===== src/rtl/fp32_to_int32.sv =====
// FP32 -> INT32 converter: iterative one-bit-per-cycle de-normalizer with saturation.
// Define FP2INT_ROUND_NEAREST_EN for round-to-nearest-even; default build truncates toward zero.
module fp32_to_int32 (
    input  logic        clk,
    input  logic        rst,
    input  logic        in_valid,
    output logic        in_ready,
    input  logic [31:0] A,
    output logic        out_valid,
    input  logic        out_ready,
    output logic [31:0] Out,
    output logic        isZero,
    output logic        ovf,
    output logic        inexact
);

    typedef enum logic [1:0] {IDLE, SHIFT, FINISH, DONE} state_t;

    state_t      state;
    logic        sign_q;
    logic        left_q;
    logic        guard_q;
    logic        sticky_q;
    logic        spec_q;
    logic        spec_ovf_q;
    logic        spec_inx_q;
    logic [31:0] spec_res_q;
    logic [31:0] mag_q;
    logic [4:0]  cnt_q;

    logic               acc_spec;
    logic               acc_sovf;
    logic               acc_sinx;
    logic [31:0]        acc_res;
    logic [31:0]        acc_mag;
    logic               acc_guard;
    logic               acc_sticky;
    logic               acc_left;
    logic [4:0]         acc_n;
    logic signed [9:0]  acc_e;

    // Operand classification, evaluated on the accept cycle.
    always_comb begin
        acc_e      = $signed({2'b00, A[30:23]}) - 10'sd127;
        acc_spec   = 1'b0;
        acc_sovf   = 1'b0;
        acc_sinx   = 1'b0;
        acc_res    = '0;
        acc_mag    = {8'b0, 1'b1, A[22:0]};
        acc_guard  = 1'b0;
        acc_sticky = 1'b0;
        acc_left   = 1'b0;
        acc_n      = '0;
        if (A[30:23] == 8'd0) begin
            acc_spec = 1'b1;
            acc_sinx = |A[22:0];
        end else if (A[30:23] == 8'hFF) begin
            acc_spec = 1'b1;
            acc_res  = 32'h7FFF_FFFF;
            acc_sovf = 1'b1;
        end else if (acc_e >= 10'sd31) begin
            acc_spec = 1'b1;
            if (A == 32'hCF00_0000) begin
                acc_res = 32'h8000_0000;
            end else begin
                acc_res  = A[31] ? 32'h8000_0000 : 32'h7FFF_FFFF;
                acc_sovf = 1'b1;
            end
        end else if (acc_e < 10'sd0) begin
            // Fold sub-unity values into guard/sticky so FINISH rounds them like any right shift:
            // E == -1 puts the 0.5 bit in guard and the fraction in sticky.
            acc_mag    = '0;
            acc_guard  = (acc_e == -10'sd1);
            acc_sticky = (acc_e == -10'sd1) ? |A[22:0] : 1'b1;
        end else if (acc_e >= 10'sd23) begin
            acc_left = 1'b1;
            acc_n    = 5'(acc_e - 10'sd23);
        end else begin
            acc_n    = 5'(10'sd23 - acc_e);
        end
    end

    logic [31:0] fin_mag;
    logic [31:0] fin_out;

    always_comb begin
        fin_mag = mag_q;
`ifdef FP2INT_ROUND_NEAREST_EN
        fin_mag = mag_q + {31'b0, guard_q & (sticky_q | mag_q[0])};
`endif
        fin_out = sign_q ? (~fin_mag + 32'd1) : fin_mag;
    end

    always_ff @(posedge clk) begin
        if (rst) begin
            state      <= IDLE;
            in_ready   <= 1'b1;
            out_valid  <= 1'b0;
            Out        <= '0;
            isZero     <= 1'b1;
            ovf        <= 1'b0;
            inexact    <= 1'b0;
            sign_q     <= 1'b0;
            left_q     <= 1'b0;
            guard_q    <= 1'b0;
            sticky_q   <= 1'b0;
            spec_q     <= 1'b0;
            spec_ovf_q <= 1'b0;
            spec_inx_q <= 1'b0;
            spec_res_q <= '0;
            mag_q      <= '0;
            cnt_q      <= '0;
        end else begin
            case (state)
                IDLE: begin
                    if (in_valid && in_ready) begin
                        sign_q     <= A[31];
                        left_q     <= acc_left;
                        guard_q    <= acc_guard;
                        sticky_q   <= acc_sticky;
                        spec_q     <= acc_spec;
                        spec_ovf_q <= acc_sovf;
                        spec_inx_q <= acc_sinx;
                        spec_res_q <= acc_res;
                        mag_q      <= acc_mag;
                        cnt_q      <= acc_n;
                        in_ready   <= 1'b0;
                        state      <= (!acc_spec && acc_n != 5'd0) ? SHIFT : FINISH;
                    end
                end
                SHIFT: begin
                    if (left_q) begin
                        mag_q <= mag_q << 1;
                    end else begin
                        sticky_q <= sticky_q | guard_q;
                        guard_q  <= mag_q[0];
                        mag_q    <= mag_q >> 1;
                    end
                    cnt_q <= cnt_q - 5'd1;
                    if (cnt_q == 5'd1)
                        state <= FINISH;
                end
                FINISH: begin
                    if (spec_q) begin
                        Out     <= spec_res_q;
                        isZero  <= (spec_res_q == 32'd0);
                        ovf     <= spec_ovf_q;
                        inexact <= spec_inx_q;
                    end else begin
                        Out     <= fin_out;
                        isZero  <= (fin_out == 32'd0);
                        ovf     <= 1'b0;
                        inexact <= guard_q | sticky_q;
                    end
                    out_valid <= 1'b1;
                    state     <= DONE;
                end
                DONE: begin
                    if (out_ready) begin
                        out_valid <= 1'b0;
                        in_ready  <= 1'b1;
                        state     <= IDLE;
                    end
                end
                default: state <= IDLE;
            endcase
        end
    end

endmodule


===== config.mk =====
export PLATFORM = sky130hd
export DESIGN_NAME = fp32_to_int32
export DESIGN_NICKNAME = d
export VERILOG_FILES = /design/src/rtl/fp32_to_int32.sv
export SDC_FILE = /design/constraint.sdc
export NUM_CORES = 1
export LEC_CHECK = 0
export ABC_CLOCK_PERIOD_IN_PS = 4600
export CORE_UTILIZATION = 50
export CTS_CLUSTER_DIAMETER = 200
export DETAILED_ROUTE_END_ITERATION = 12
export HOLD_SLACK_MARGIN = 0.06
export PLACE_DENSITY = 0.84
export SLEW_MARGIN = 20
export SYNTH_ARGS = -nofsm -noshare
export SYNTH_HDL_FRONTEND = slang
export SYNTH_SLANG_ARGS = --single-unit

===== constraint.sdc =====
create_clock -name clk -period 4.6 [get_ports clk]
set_clock_uncertainty 0.1 [all_clocks]
set_input_delay 1.38 -clock clk [delete_from_list [all_inputs] [get_ports clk]]
set_output_delay 1.38 -clock clk [all_outputs]
set_load 0.01 [all_outputs]

==> results_dict.tcl <==
set metrics [dict create \
    hold_slack_ns 0.3669 \
    clock_sinks 85 \
    synth_edf_count 0 \
    worstPathMaxFanout 8 \
    ant_nets 0 \
    p_seq_frac 0.325 \
    gr-total-overflow 0 \
    grt_pass1_vias 4963 \
    pwr-share-comb 0.527 \
    yosysWarnings 0 \
    worstSetupEndpointType "flop" \
    power_switching_mw 1.654 \
    fp.coreArea_sq_mm 0.01089 \
    grt_pass1_wl_mm 24.50 \
    vias 5655 \
    async_reset_ff_frac 0 \
    cts_hold_buf 0 \
    reg2reg_slack_ns 1.28 \
    drt-pass1-iter-count 8 \
    fillers 928 \
    finalHoldViolCount 0 \
    clkPwrFrac 0.149 \
    p_leak_nw 2.319 \
    status "finished, final reports clean" \
    synth-seq-cells 85 \
    hold_path.class "flop to flop" \
    cp_data_arrival_time_ns 4.15 \
    finalSetupTns_ns 0 \
    place_area_sq_mm 0.006347 \
    die_x_um 108.0 \
    ys.flop_type "dfxtp_1" \
    antennaDiodeCount 0 \
    max_slew_margin 0.3144 \
    r2r_start "fin_mag[0]" \
    portBuffers 72 \
    p_sw_frac 0.4507 \
    whs_endpoint "spec_ovf_q" \
    synth_cell_type_count 65 \
    place_congestion 0.9473 \
    area_growth_pct 16.67 \
    ff2ff_path_depth 10 \
    antenna_found_initial 0 \
    numCtsBuffers 9 \
    final_cell_area_sq_mm 0.006549 \
    slew_violations 0 \
    whs_path_depth 2 \
    clock.fmax_mhz 249.5 \
    drive_gt1_frac 0.09524 \
    synth_fp_nets 773 \
    via_per_inst 6.311 \
    remaining_drc_errors 0 \
    grtUsageTotal 0.2599 \
    finalCriticalPeriod_ns 4.008 \
    wl_mm 15.09 \
    path_class "input pin to flop" \
    ctsResizeCount 0 \
    netlist_area_sq_mm 0.005613 \
    cts_setup_buffers 0 \
    drtIter0Drc 614 \
    rsz0062_at_grt "no" \
    peakVddDrop_mv 0.2830 \
    cp-start-kind "input pin" \
    final_core_util 0.6015 \
    clkLatencyLatePin_ns 0.36 \
    finalPower_mw 3.668 \
    setup_viol 0 \
    cts_tree "yes" \
    htreeDepth 3 \
    r2r_end "isZero" \
    ios 73 \
    tightest_slew_ns 1.027 \
    yosysSeqAreaShare 0.3032 \
    post-dp-hpwl_mm 10.66 \
    hold_path.startpoint "spec_ovf_q" \
    grt_max_degree 51 \
    required_ns 4.74 \
    maxCapViolCount 0 \
    synth_area_per_cell_sq_um 7.753 \
    period_share 0.8712 \
    start_util 0.5155 \
    num-nets-final 800 \
    die_area_sq_mm 0.01165 \
    clk_pin_slew_ns 0.09 \
    clockRootBuffer "clkbuf_8" \
    p_int_mw 2.015 \
    num_rows 38 \
    synthCells 724 \
    p_per_area_mw_per_mm2 560.2 \
    die_h_um 108.0 \
    wl_per_cell_um 16.84 \
    ctsLongestPathBuffers 2 \
]
## how the worst max path moves through the flow
stage                      from        to  slack [ns]  depth (start not counted)
after floorplan           A[23]  state[0]        0.92                          9
after CTS                 A[23]  state[0]        0.67                         12
final                     A[23]  state[0]        0.59                         12
after global routing      A[24]  state[0]        0.29                         12
after global placement    A[23]  state[0]        0.45                          9
after detailed placement  A[23]  state[0]        0.34                         12
## sequential cells by signal (all words and copies together) (netlist names), 2 cells and up
name / cells
cnt_q: 5
spec_res_q: 2
Out: 32
fin_mag: 32
state: 2
## cell usage in the layout, fill, tap and decap left out, types with 3 or more instances in the layout
master and instances:
nor4_1 10, nand4_1 6, and3_1 5, o211ai_1 10, or3_1 6, nand2_1 64
a21oi_1 57, nand3b_1 3, o32a_1 4, mux2_2 29, mux2i_1 6, inv_1 19
or4_1 4, nor3b_1 5, nor2b_1 5, o21a_1 3, nand3_1 25, dfxtp_1 85
o21ai_0 41, o211a_1 5, a31oi_1 6, clkbuf_8 10, buf_4 12, a221oi_1 22
a211oi_1 10, a2bb2oi_1 3, o221ai_1 3, ha_1 13, nand4b_1 4, nand2b_1 18
o41ai_1 4, o31ai_1 12, nor3_1 34, xor2_1 5, xnor2_1 31, clkdlybuf4s50_1 71
nor2_1 62
## stage by stage
step / setup WS [ns] / cells
floorplan: 0.9245 / 724
global placement: 0.4464 / 880
detailed placement: 0.3395 / 880
CTS: 0.6743 / 896
global route: 0.2933 / 896
finish: 0.5923 / 896
## layer usage
layer	vias to the layer above	routed length (um)	share of wire	track usage
met2	312	6687	0.44	0.3904
met4	0	182	0.012	0.07339
met5	-	0	0	0
li1	2687	-	-	-
met1	2635	6885	0.46	0.3870
met3	21	1336	0.089	0.03134
## logic make-up (layout without fill, tap and decap cells)
kind of cell / count (synthesis) / in the layout / share of synthesized area
adders and majority gates: 13 / 13 / 0.02898
buffers and inverters: 88 / 120 / 0.06152
DFF: 85 / 85 / 0.3032
xor gates and xnor gates: 36 / 36 / 0.05617
AOI/OAI and AO/OA: 199 / 199 / 0.2343
and+or+nand+nor: 268 / 268 / 0.2470
muxes: 35 / 35 / 0.06888
## synthesized netlist by cell type, types with 5 or more instances
cell type / number / area (sq um)
nand4_1: 6 / 37.54
o31ai_1: 12 / 90.09
nand3_1: 25 / 125.1
clkbuf_1: 58 / 217.7
dfxtp_1: 85 / 1702
and3_1: 5 / 31.28
mux2i_1: 6 / 60.06
o21ai_0: 41 / 205.2
ha_1: 13 / 162.7
nor3b_1: 5 / 37.54
o211ai_1: 10 / 75.07
nor3_1: 34 / 170.2
a31oi_1: 6 / 37.54
xor2_1: 5 / 43.79
nor4_1: 10 / 62.56
nand2b_1: 18 / 112.6
mux2_2: 29 / 326.6
inv_1: 19 / 71.32
xnor2_1: 31 / 271.5
a211oi_1: 10 / 75.07
buf_1: 6 / 22.52
a221oi_1: 22 / 192.7
a21oi_1: 58 / 290.3
nor2_1: 62 / 232.7
nor2b_1: 5 / 31.28
o211a_1: 5 / 50.05
or3_1: 6 / 37.54
nand2_1: 64 / 240.2
## area by class of cell
cell class | count | area, sq um | share of cell area
clock inverter | 5 | 60.06 | 0.009171
sequential | 85 | 1702 | 0.2598
clock buffer | 11 | 141.4 | 0.02159
multi-input combinational | 551 | 3573 | 0.5457
timing repair buffer | 85 | 825.8 | 0.1261
inverter | 19 | 71.32 | 0.01089
tap | 140 | 175.2 | 0.02675
## power groups by stage
stage	clock network (mW)	logic, mW	registers [mW]
finish	0.546	1.93	1.19
global route	0.579	2.12	1.22
CTS	0.544	1.90	1.18
detailed placement	0	1.89	1.20
global placement	0	1.83	1.17
floorplan	0	1.47	1.07
## critical path, cell delays in order
cell and delay [ns]:
clkdlybuf4s50_1 0.49, buf_4 0.16, nand3_1 0.09, xor2_1 0.39, inv_1 0.16, ha_1 0.24, a31oi_1 0.16, o221ai_1 0.16
o21ai_0 0.32, a21oi_1 0.15, o41ai_1 0.36, nand2_1 0.08
Note: power is estimated with default switching activity, not from simulation.
